--- config.mk ---
export PLATFORM = sky130hd
export DESIGN_NAME = ifid_hazard_stage
export DESIGN_NICKNAME = d
export VERILOG_FILES = /design/src/rtl/pipe_pkg.sv /design/src/rtl/ifid_hazard_stage_hazard_detect.sv /design/src/rtl/ifid_hazard_stage.sv
export SDC_FILE = /design/constraint.sdc
export NUM_CORES = 1
export LEC_CHECK = 0
export CAP_MARGIN = 20
export CELL_PAD_IN_SITES_DETAIL_PLACEMENT = 1
export CELL_PAD_IN_SITES_GLOBAL_PLACEMENT = 2
export CORE_MARGIN = 2
export CORE_UTILIZATION = 27
export DETAILED_ROUTE_END_ITERATION = 7
export PLACE_DENSITY_LB_ADDON = 0.1
export SYNTH_ARGS = -nofsm -noshare
export SYNTH_HDL_FRONTEND = slang
export SYNTH_SLANG_ARGS = --single-unit
--- constraint.sdc ---
create_clock -name Clk -period 2.8 [get_ports Clk]
set_input_delay 0.42 -clock Clk [delete_from_list [all_inputs] [get_ports Clk]]
set_output_delay 0.42 -clock Clk [all_outputs]
set_load 0.03 [all_outputs]
--- src/rtl/pipe_pkg.sv ---
// Shared pipeline definitions: opcode/funct constants, the reset/flush NOP word
// and the load-use stall FSM state type.
package pipe_pkg;

  localparam logic [5:0] OP_RTYPE = 6'h00;
  localparam logic [5:0] OP_J     = 6'h02;
  localparam logic [5:0] OP_JAL   = 6'h03;
  localparam logic [5:0] OP_BEQ   = 6'h04;
  localparam logic [5:0] OP_BNE   = 6'h05;
  localparam logic [5:0] OP_SB    = 6'h28;
  localparam logic [5:0] OP_SH    = 6'h29;
  localparam logic [5:0] OP_SW    = 6'h2B;

  localparam logic [5:0] F_SLL = 6'h00;
  localparam logic [5:0] F_SRL = 6'h02;
  localparam logic [5:0] F_SRA = 6'h03;

  // sll $0,$0,0
  localparam logic [31:0] NOP_WORD = 32'h0000_0000;

  typedef enum logic {
    RUN   = 1'b0,
    STALL = 1'b1
  } stall_state_e;

endpackage

--- src/rtl/ifid_hazard_stage_hazard_detect.sv ---
// Combinational load-use hazard detector: decodes which source registers the
// instruction in IF/ID reads and compares them with the load destination in EX.
module hazard_detect
  import pipe_pkg::*;
(
  input  logic [5:0] op,
  input  logic [5:0] funct,
  input  logic [4:0] rs,
  input  logic [4:0] rt,
  input  logic       valid,
  input  logic       idex_mem_read,
  input  logic [4:0] idex_rt,
  output logic       uses_rs,
  output logic       uses_rt,
  output logic       hazard
);

  always_comb begin
    // Jumps and constant shifts do not read rs.
    uses_rs = !((op == OP_J) || (op == OP_JAL) ||
                ((op == OP_RTYPE) &&
                 ((funct == F_SLL) || (funct == F_SRL) || (funct == F_SRA))));
    uses_rt = (op == OP_RTYPE) || (op == OP_BEQ) || (op == OP_BNE) ||
              (op == OP_SB) || (op == OP_SH) || (op == OP_SW);
    hazard  = valid && idex_mem_read && (idex_rt != 5'd0) &&
              ((uses_rs && (idex_rt == rs)) || (uses_rt && (idex_rt == rt)));
  end

endmodule

--- src/rtl/ifid_hazard_stage.sv ---
// IF/ID pipeline register with load-use stall FSM and redirect squash.
// Optional PERF_COUNTERS_EN adds Stall_Cycles / Flush_Count outputs.
module ifid_hazard_stage
  import pipe_pkg::*;
#(
  parameter int          LOAD_USE_STALLS = 1,
  parameter logic [31:0] NOP_WORD        = pipe_pkg::NOP_WORD
) (
  input  logic        Clk,
  input  logic        Rst,
  input  logic [31:0] Instruction_In,
  input  logic [31:0] PC_Add_In,
  input  logic        IDEX_Mem_Read,
  input  logic [4:0]  IDEX_Rt,
  input  logic        Redirect,
  output logic [31:0] Instruction_Out,
  output logic [31:0] PC_Add_Out,
  output logic        Valid_Out,
  output logic        PC_Write,
  output logic        IDEX_Flush,
  output logic        Stall_Active
`ifdef PERF_COUNTERS_EN
  ,
  output logic [31:0] Stall_Cycles,
  output logic [31:0] Flush_Count
`endif
);

  localparam logic [1:0] CNT_LOAD = 2'(LOAD_USE_STALLS - 1);

  logic [31:0]  instr_q, instr_d;
  logic [31:0]  pc_q, pc_d;
  logic         valid_q, valid_d;
  stall_state_e state_q, state_d;
  logic [1:0]   cnt_q, cnt_d;
  logic         pc_write, idex_flush;
  logic         uses_rs, uses_rt, hazard;

  hazard_detect u_hazard_detect (
    .op            (instr_q[31:26]),
    .funct         (instr_q[5:0]),
    .rs            (instr_q[25:21]),
    .rt            (instr_q[20:16]),
    .valid         (valid_q),
    .idex_mem_read (IDEX_Mem_Read),
    .idex_rt       (IDEX_Rt),
    .uses_rs       (uses_rs),
    .uses_rt       (uses_rt),
    .hazard        (hazard)
  );

  // Handshake: IF/ID accepts Instruction_In/PC_Add_In on a clock edge exactly
  // when PC_Write=1 and Redirect=0; otherwise it holds (stall) or squashes
  // to NOP (redirect). IDEX_Flush=1 means ID/EX must capture a bubble.
  always_comb begin
    instr_d    = instr_q;
    pc_d       = pc_q;
    valid_d    = valid_q;
    state_d    = state_q;
    cnt_d      = cnt_q;
    pc_write   = 1'b1;
    idex_flush = 1'b0;
    if (Redirect) begin
      instr_d    = NOP_WORD;
      pc_d       = '0;
      valid_d    = 1'b0;
      state_d    = RUN;
      cnt_d      = '0;
      idex_flush = 1'b1;
    end else begin
      case (state_q)
        RUN: begin
          if (hazard) begin
            pc_write   = 1'b0;
            idex_flush = 1'b1;
            cnt_d      = CNT_LOAD;
            state_d    = (LOAD_USE_STALLS == 2) ? STALL : RUN;
          end else begin
            instr_d = Instruction_In;
            pc_d    = PC_Add_In;
            valid_d = 1'b1;
          end
        end
        STALL: begin
          pc_write   = 1'b0;
          idex_flush = 1'b1;
          // Counter holds the stall cycles still owed, including this one.
          if (cnt_q <= 2'd1) begin
            state_d = RUN;
            cnt_d   = '0;
          end else begin
            cnt_d = cnt_q - 2'd1;
          end
        end
        default: begin
          state_d = RUN;
          cnt_d   = '0;
        end
      endcase
    end
  end

  always_ff @(posedge Clk or posedge Rst) begin
    if (Rst) begin
      instr_q <= NOP_WORD;
      pc_q    <= '0;
      valid_q <= 1'b0;
      state_q <= RUN;
      cnt_q   <= '0;
    end else begin
      instr_q <= instr_d;
      pc_q    <= pc_d;
      valid_q <= valid_d;
      state_q <= state_d;
      cnt_q   <= cnt_d;
    end
  end

  assign Instruction_Out = instr_q;
  assign PC_Add_Out      = pc_q;
  assign Valid_Out       = valid_q;
  assign PC_Write        = Rst | pc_write;
  assign IDEX_Flush      = Rst | idex_flush;
  assign Stall_Active    = !Rst && (state_q == STALL);

`ifdef PERF_COUNTERS_EN
  logic [31:0] stall_cycles_q, stall_cycles_d;
  logic [31:0] flush_count_q, flush_count_d;

  always_comb begin
    stall_cycles_d = stall_cycles_q + {31'd0, !PC_Write};
    flush_count_d  = flush_count_q + {31'd0, (Redirect && valid_q)};
  end

  always_ff @(posedge Clk or posedge Rst) begin
    if (Rst) begin
      stall_cycles_q <= '0;
      flush_count_q  <= '0;
    end else begin
      stall_cycles_q <= stall_cycles_d;
      flush_count_q  <= flush_count_d;
    end
  end

  assign Stall_Cycles = stall_cycles_q;
  assign Flush_Count  = flush_count_q;
`endif

endmodule

==> results.json, run 1 <==
{
  "status": "finished clean",
  "dp_slack_ns": 0.0829,
  "met2_usage_pct": 32.0,
  "min_delay_path_depth": 3,
  "port_buffers": 140,
  "post-route-period-util_pct": 96.8,
  "power_frac_comb_pct": 26.6,
  "h-tree-depth": 3,
  "cts_tree": "built",
  "final_core_util_pct": 38.1,
  "fp.dieW_um": 139,
  "tns_ns": 0,
  "hold_path_end": "Instruction_Out[0]",
  "cts_hold_buf": 0,
  "internal_power_mw": 2.07,
  "pwr-share-clk_pct": 36.5,
  "overflow": 0,
  "dieArea_sq_mm": 0.0194,
  "syn-cell-area_sq_mm": 0.00494,
  "clockRootBuffer": "clkbuf_16",
  "synth_nets": 693,
  "fillCellCount": 2131,
  "power_density_mw_per_mm2": 441,
  "path_max_fanout": 5,
  "worstMarginPinSlew_ns": 0.831,
  "slew_headroom_pct": 44.6,
  "grt-busiest-layer": "met2",
  "fp-row-count": 49,
  "leakagePower_nw": 2.78,
  "net-switching-power_uw": 953,
  "clk_path_buf_depth": 2,
  "hold_viol_final": 0,
  "yosysTopAreaCell": "dfrtp_1",
  "ys_seq_elements": 68,
  "p_sw_share_pct": 31.6,
  "maxCapViolCount": 0,
  "start_kind": "input pin",
  "synth_top_area_share_pct": 34.4,
  "grt_usage_pct": 19.3,
  "rsz0062_at_grt": "no",
  "synth-edff-count": 0,
  "clock_sinks": 68,
  "antenna_left": 0,
  "fin_crit_ns": 2.71,
  "start_util_pct": 27.5,
  "synth_common_cells": "nand2_1, dfrtp_1, o22ai_1",
  "synth-warning-count": 0,
  "finalHoldWorstSlack_ns": 0.552,
  "synth_cell_type_count": 31,
  "first_pass_iters": 4,
  "clock_skew_ns": 0.00896,
  "cp_num_buf_inv": 2,
  "clkLatencyLatePin_ns": 0.34,
  "timing.rr.end": "Instruction_Out[24]",
  "avgSynthCellArea_sq_um": 7.97,
  "yosysMostFrequentCell": "nand2_1",
  "use_met1_pct": 25.6,
  "grt_max_degree": 68,
  "nets": 801,
  "drive_gt1_share_pct": 5.59,
  "critical_path.cell_chain": "clkdlybuf4s50_1 -> or3_4 -> o311a_4 -> a2111o_1 -> buf_4",
  "drc_errors": 0,
  "path_class": "input pin to primary output",
  "worst_slack_ns": 0.0899,
  "place.gp.congestion": 0.785,
  "p_total_mw": 3.02,
  "max_clock_freq_mhz": 369,
  "die_h_um": 139,
  "dp_hpwl_um": 11600,
  "setup_viol": 0,
  "regArea_sq_mm": 0.00170,
  "r2r_start": "Instruction_Out[17]",
  "crit_family": "compound AO/OA/AOI/OAI gates",
  "grt_pass1_wl_um": 30300,
  "wirelength_um": 18500,
  "crit_path_end_kind": "primary output",
  "slew_violations": 0,
  "post_cts_buffers": 0,
  "cp.required_ns": 2.38,
  "power.ir.vdd_worst_uv": 298,
  "r2r_slack_ns": 0.56,
  "ys.flop_type": "dfrtp_1",
  "multi_input_area_sq_mm": 0.00298,
  "vias": 5006,
  "cp.arrival_ns": 2.29,
  "min_from": "Redirect",
  "r2r_cells": 7,
  "antenna_found_initial": 0,
  "clkTransAtPathRegs_ns": 0.06,
  "grt_pass1_vias": 5575,
  "core_area_sq_mm": 0.0180,
  "area_growth_pct": 38.7,
  "drt_iter0_markers": 239,
  "viasPerCell": 5.20,
  "yosysSeqAreaShare_pct": 34.4,
  "syn_inst": 620,
  "p_seq_share_pct": 37.0,
  "post_drt_wl_per_cell_um": 19.3,
  "numCtsBuffers": 9,
  "async_reset_ff_share_pct": 100,
  "hp-class": "input pin to flop",
  "met3_usage_pct": 3.79,
  "antenna_cells": 0,
  "io_pins": 141,
  "synth_area_leaders": "dfrtp_1, nand2_1, mux2i_1",
  "crit_path_max_incr_delay_ns": 0.47,
  "crit_slowest_cell": "clkdlybuf4s50_1"
}
per-stage QoR:
stage                     instances  cell area [sq um]
after floorplan                 620               4940
after global placement          946               6570
after detailed placement        946               6570
after CTS                       962               6850
after global routing            962               6850
final                           962               6850
worst max path at each step:
stage | startpoint | endpoint | slack (ns) | cells after the start
global route | Instruction_Out[3] | IDEX_Flush | 0.01 | 6
CTS | Instruction_Out[3] | IDEX_Flush | 0.001 | 6
global placement | IDEX_Rt[1] | IDEX_Flush | 0.1 | 5
floorplan | Instruction_Out[3] | PC_Write | 0.44 | 6
detailed placement | IDEX_Rt[1] | PC_Add_Out[17] | 0.08 | 8
finish | IDEX_Rt[1] | IDEX_Flush | 0.09 | 5
layout make-up:
| class | instances | area share (%) |
|---|---|---|
| Clock inverter | 2 | 0.146 |
| Clock buffer | 14 | 3.85 |
| Multi-Input combinational cell | 490 | 43.5 |
| Sequential cell | 68 | 24.8 |
| Tap cell | 229 | 4.18 |
| Inverter | 5 | 0.292 |
| Timing Repair Buffer | 154 | 23.2 |
cells in the final DEF (no fill, tap or decap), types with 2 or more instances in the layout:
master	Yosys	routed
nand2_1	195	195
clkdlybuf4s50_1	0	137
dfrtp_1	68	67
o22ai_1	66	66
nand2b_1	65	65
a21o_1	65	64
mux2i_1	64	64
buf_4	1	10
clkbuf_16	0	9
xor2_1	7	7
buf_12	0	7
nor2_1	5	5
xnor2_1	3	3
a31oi_1	3	3
inv_1	4	3
clkinv_2	0	3
clkbuf_1	42	3
nor2b_1	2	2
clkbuf_8	0	2
cell families after synthesis:
family                 after synthesis  share of synthesized area (%)
XOR/XNOR                            10                           1.77
flip-flops                          68                           34.4
multiplexers                        64                           13.0
AO/OA/AOI/OAI                      141                           20.1
buffers and inverters               62                           5.70
AND/OR/NAND/NOR                    275                           25.0
per-layer routing:
layer  wire, um  vias to the layer above  share of wire (%)
met5          0                        -                  0
met4        255                        0                1.4
met3        770                       17                4.2
met2       8930                      103                 48
met1       8570                     2556                 46
li1           -                     2330                  -
registers in the layout, indices dropped and copies added (netlist names):
signal,cells
Valid_Out,1
state_q,1
PC_Add_Out,32
Instruction_Out,32
cnt_q,2
power groups by stage:
stage | combinational [mW] | clock, mW | sequential, mW
2_1_floorplan | 0.331 | 0 | 1.25
3_3_place_gp | 0.784 | 0 | 1.13
3_5_place_dp | 0.807 | 0 | 1.13
4_1_cts | 0.812 | 1.14 | 1.12
5_1_grt | 0.863 | 1.18 | 1.13
6_report | 0.802 | 1.10 | 1.12
tightest hold or removal path: stages:
cell and delay, ns:
buf_4 0.25, a21o_1 0.12, mux2i_1 0.05
timing repair:
action | in CTS | in global routing
resized for setup | 1 | 1
setup endpoints to repair | 1 | 1
pin swaps | 0 | 0
(Power assumes the default switching activity.)
==> run 2, diff against run 1 <==
--- a/config.mk
+++ b/config.mk
@@ -9,7 +9,7 @@
 export CELL_PAD_IN_SITES_DETAIL_PLACEMENT = 1
 export CELL_PAD_IN_SITES_GLOBAL_PLACEMENT = 2
 export CORE_MARGIN = 2
-export CORE_UTILIZATION = 27
+export CORE_UTILIZATION = 25
 export DETAILED_ROUTE_END_ITERATION = 7
 export PLACE_DENSITY_LB_ADDON = 0.1
 export SYNTH_ARGS = -nofsm -noshare
==> constraint.sdc (replaced) <==
create_clock -name Clk -period 2.4 [get_ports Clk]
set_input_delay 0.36 -clock Clk [delete_from_list [all_inputs] [get_ports Clk]]
set_output_delay 0.36 -clock Clk [all_outputs]
set_load 0.03 [all_outputs]
==> results.json, run 2 (synthesis results as in run 1) <==
{
  "status": "finished, violations left",
  "violations": "negative setup slack",
  "path_max_fanout": 6,
  "start_kind": "flop",
  "power.ir.vdd_worst_uv": 321,
  "post_drt_wl_per_cell_um": 18.8,
  "placed_cell_area_sq_mm": 0.00679,
  "clock_skew_ns": 0.00396,
  "cp.arrival_ns": 2.30,
  "viasPerCell": 4.90,
  "r2r_cells": 8,
  "clkTransAtPathRegs_ns": 0.06,
  "max_clock_freq_mhz": 377,
  "maxCapViolCount": 0,
  "clockRootBuffer": "clkbuf_16",
  "die_h_um": 145,
  "clkLatencyLatePin_ns": 0.34,
  "start_util_pct": 25.4,
  "crit_path_end_kind": "primary output",
  "tns_ns": -0.435,
  "fp-row-count": 51,
  "slew_violations": 0,
  "place.gp.congestion": 0.786,
  "antenna_left": 0,
  "drive_gt1_share_pct": 9.76,
  "grt_usage_pct": 18.7,
  "vias": 5014,
  "cp_num_cells": 8,
  "crit_family": "compound AO/OA/AOI/OAI gates",
  "grt_pass1_vias": 5514,
  "final_cell_mix": "nand2_1, clkdlybuf4s50_1, dfrtp_1",
  "clk_path_buf_depth": 2,
  "crit_path_max_incr_delay_ns": 0.41,
  "rsz0062_at_grt": "yes",
  "fin_crit_ns": 2.66,
  "leakagePower_nw": 2.96,
  "first_pass_iters": 4,
  "layout_commonest_cell": "nand2_1",
  "grt_pass1_wl_um": 30000,
  "dieArea_sq_mm": 0.0209,
  "drt_iter0_markers": 177,
  "nets": 827,
  "wirelength_um": 19200,
  "post-route-period-util_pct": 111,
  "core_area_sq_mm": 0.0195,
  "area_growth_pct": 45.6,
  "hp-class": "input pin to asynchronous set/reset pin",
  "cts_hold_buf": 0,
  "fp.dieW_um": 145,
  "hold_viol_final": 0,
  "cp_num_buf_inv": 3,
  "numCtsBuffers": 9,
  "overflow": 0,
  "power_density_mw_per_mm2": 505,
  "path_class": "flop to primary output",
  "worst_slack_ns": -0.256,
  "critical_path.cell_chain": "nor3_4 -> a31oi_4 -> nor4_2 -> buf_4 -> o41ai_4 -> buf_12 -> a2111o_1 -> buf_6",
  "setup_viol": 2,
  "dp_hpwl_um": 12500,
  "cts_tree": "built",
  "design_area_sq_mm": 0.00719,
  "grt_max_degree": 132,
  "finalHoldWorstSlack_ns": 0.522,
  "cp.required_ns": 2.04,
  "p_total_mw": 3.64,
  "worstMarginPinSlew_ns": 0.519,
  "io_pins": 141,
  "slew_headroom_pct": 65.3,
  "crit_slowest_cell": "dfrtp_1",
  "drc_errors": 0,
  "clock_sinks": 68,
  "h-tree-depth": 3,
  "port_buffers": 140,
  "antenna_found_initial": 0
}
[run 2: metrics by stage]
| step | setup WS (ns) | utilization (%) | std cells |
|---|---|---|---|
| finish | -0.256 | 37.0 | 1024 |
| global route | -0.356 | 37.0 | 1023 |
| CTS | -0.233 | 36.5 | 1020 |
| detailed placement | -0.184 | 34.9 | 1004 |
| global placement | -0.144 | 34.9 | 1004 |
| floorplan | 0.102 | - | 620 |
[run 2: layer usage]
metal	wire length [um]	global-route usage (%)
met1	8840	24.1
met2	9330	31.5
met3	849	4.34
met4	192	4.75
met5	0	0
[run 2: final timing paths]
path | end | start | slack, ns
hold / removal | PC_Add_Out[28] | Rst | 0.52
max in group asynchronous | state_q | Rst | 1.29
setup reg to reg | PC_Add_Out[10] | Instruction_Out[1] | 0.20
setup / recovery | IDEX_Flush | Instruction_Out[3] | -0.26
hold reg to reg | cnt_q[0] | cnt_q[0] | 0.58
min in group Clk | cnt_q[0] | cnt_q[0] | 0.58
[run 2: timing repair]
action	CTS	global route
resized for setup	2	12
buffers inserted	1	3
pin swaps	3	3
setup endpoints to repair	2	2
[run 2: cell type report]
| class | count | area, sq um |
|---|---|---|
| clock inverter | 1 | 5.00 |
| antenna | 1 | 2.50 |
| timing repair buffer | 180 | 1810 |
| inverter | 5 | 20.0 |
| sequential | 68 | 1700 |
| clock buffer | 14 | 284 |
| fill | 2280 | 12300 |
| tap | 265 | 332 |
| multi-input combinational | 490 | 3040 |
[run 2: where the power goes]
part / switching (mW) / internal [mW] / total (mW)
clock network: 0.536 / 0.807 / 1.34
registers: 0.0784 / 1.22 / 1.30
logic: 0.522 / 0.471 / 0.993
==> run 3, diff against run 2 <==
--- a/config.mk
+++ b/config.mk
@@ -9,9 +9,11 @@
 export CELL_PAD_IN_SITES_DETAIL_PLACEMENT = 1
 export CELL_PAD_IN_SITES_GLOBAL_PLACEMENT = 2
 export CORE_MARGIN = 2
-export CORE_UTILIZATION = 25
+export CORE_UTILIZATION = 22
 export DETAILED_ROUTE_END_ITERATION = 7
-export PLACE_DENSITY_LB_ADDON = 0.1
+export PLACE_DENSITY = 0.76
+export REMOVE_ABC_BUFFERS = 1
 export SYNTH_ARGS = -nofsm -noshare
 export SYNTH_HDL_FRONTEND = slang
+export SYNTH_HIERARCHICAL = 1
 export SYNTH_SLANG_ARGS = --single-unit
==> results.json, run 3 <==
{
  "place.gp.congestion": 0.797,
  "port_buffers": 140,
  "highest_layer": "met4",
  "worstMarginPinSlew_ns": 0.742,
  "status": "finished, violations left",
  "maxCapViolCount": 0,
  "power_density_mw_per_mm2": 554,
  "drive_gt1_share_pct": 13.0,
  "design_area_sq_mm": 0.00549,
  "numCtsBuffers": 9,
  "clk_path_buf_depth": 2,
  "drc_errors": 0,
  "clkLatencyLatePin_ns": 0.33,
  "vias": 3213,
  "violations": "negative setup slack",
  "post-route-period-util_pct": 116,
  "clock_sinks": 68,
  "nets": 553,
  "tns_ns": -0.708,
  "die_h_um": 128,
  "io_pins": 141,
  "synth-warning-count": 6,
  "multi_input_area_sq_mm": 0.00155,
  "crit_path_end_kind": "primary output",
  "syn_inst": 339,
  "power.ir.vdd_worst_uv": 241,
  "clock_skew_ns": 0.00822,
  "path_max_fanout": 2,
  "grt_max_degree": 122,
  "overflow": 0,
  "cp.arrival_ns": 2.43,
  "net-switching-power_uw": 800,
  "avgSynthCellArea_sq_um": 9.91,
  "rsz0062_at_grt": "yes",
  "p_total_mw": 3.04,
  "pwr-share-clk_pct": 39.5,
  "internal_power_mw": 2.24,
  "slew_headroom_pct": 50.5,
  "final_cell_mix": "clkdlybuf4s50_1, dfrtp_1, o21ai_0",
  "slew_violations": 0,
  "dieArea_sq_mm": 0.0163,
  "drt_iter0_markers": 78,
  "grt_pass1_wl_um": 17500,
  "power_frac_comb_pct": 19.4,
  "syn-cell-area_sq_mm": 0.00336,
  "setup_viol": 5,
  "path_class": "flop to primary output",
  "cts_tree": "built",
  "cp.required_ns": 2.04,
  "wl_met2_um": 5680,
  "finalHoldWorstSlack_ns": 0.360,
  "max_clock_freq_mhz": 358,
  "clockRootBuffer": "clkbuf_16",
  "p_seq_share_pct": 41.0,
  "wirelength_um": 11800,
  "first_pass_iters": 4,
  "post_drt_wl_per_cell_um": 17.5,
  "fp.dieW_um": 128,
  "viasPerCell": 4.77,
  "met3_length_um": 617,
  "hp-class": "input pin to flop",
  "start_util_pct": 22.3,
  "grt_pass1_vias": 3318,
  "regArea_sq_mm": 0.00171,
  "p_sw_share_pct": 26.3,
  "layout_commonest_cell": "clkdlybuf4s50_1",
  "placed_cell_area_sq_mm": 0.00504,
  "antenna_found_initial": 0,
  "fin_crit_ns": 2.79,
  "dp_slack_ns": -0.389,
  "grt_usage_pct": 13.7,
  "area_growth_pct": 63.2,
  "fp-row-count": 45,
  "start_kind": "flop",
  "worst_slack_ns": -0.394,
  "dp_hpwl_um": 7100,
  "leakagePower_nw": 2.27,
  "wl_met1_um": 5260,
  "fillCellCount": 1700,
  "hold_viol_final": 0,
  "clkTransAtPathRegs_ns": 0.05,
  "antenna_left": 0,
  "core_area_sq_mm": 0.0151,
  "h-tree-depth": 3,
  "antenna_cells": 0
}
run 3: routing by layer:
metal | track usage [%] | vias to the layer above
li1 | - | 1505
met4 | 5.37 | 0
met3 | 3.14 | 13
met5 | 0 | -
met2 | 22.6 | 89
met1 | 17.3 | 1606
run 3: worst max-delay path, cell delays in order (launching register included):
cell	delay, ns
dfrtp_1	0.38
or4_4	0.55
o32ai_4	0.12
nand4_1	0.19
a21oi_4	0.21
buf_6	0.13
nor2_1	0.04
or3_1	0.34
buf_6	0.15
run 3: what timing repair did:
item                       4_1_cts  5_1_grt
resized for setup                9       10
buffers inserted                 1        1
pin swaps                        2        5
hold buffers                     0        0
setup endpoints to repair        2       65
cloned                           0        4
run 3: area by class of cell:
type	instances	share of cell area, %
Inverter	3	0.228
Clock inverter	2	0.182
Timing Repair Buffer	165	31.4
Tap cell	188	4.29
Clock buffer	14	4.63
Sequential cell	68	31.1
Multi-Input combinational cell	233	28.2
run 3: worst paths after layout:
kind                                          start             endpoint  slack (ns)  cells after the start
worst max-delay path            Instruction_Out[27]             PC_Write       -0.39                      8
worst min-delay path                       Redirect   Instruction_Out[8]        0.36                      2
worst max register to register  Instruction_Out[27]  Instruction_Out[16]       -0.01                      9
worst min register to register   Instruction_Out[9]   Instruction_Out[9]        0.54                      2
max in group asynchronous                       Rst              state_q        1.57                      3
min in group asynchronous                       Rst  Instruction_Out[19]        0.51                      3
run 3: stage by stage:
step / util (%) / std cells
2_1_floorplan: - / 304
3_3_place_gp: 33.4 / 651
3_5_place_dp: 33.4 / 651
4_1_cts: 35.4 / 668
5_1_grt: 36.4 / 673
6_report: 36.4 / 673
run 3: power by group through the flow:
| stage | Combinational, mW | Sequential (mW) | Clock, mW |
|---|---|---|---|
| 2_1_floorplan | 0.136 | 1.38 | 0 |
| 3_3_place_gp | 0.574 | 1.27 | 0 |
| 3_5_place_dp | 0.581 | 1.27 | 0 |
| 4_1_cts | 0.590 | 1.25 | 1.25 |
| 5_1_grt | 0.630 | 1.26 | 1.30 |
| 6_report | 0.591 | 1.25 | 1.20 |
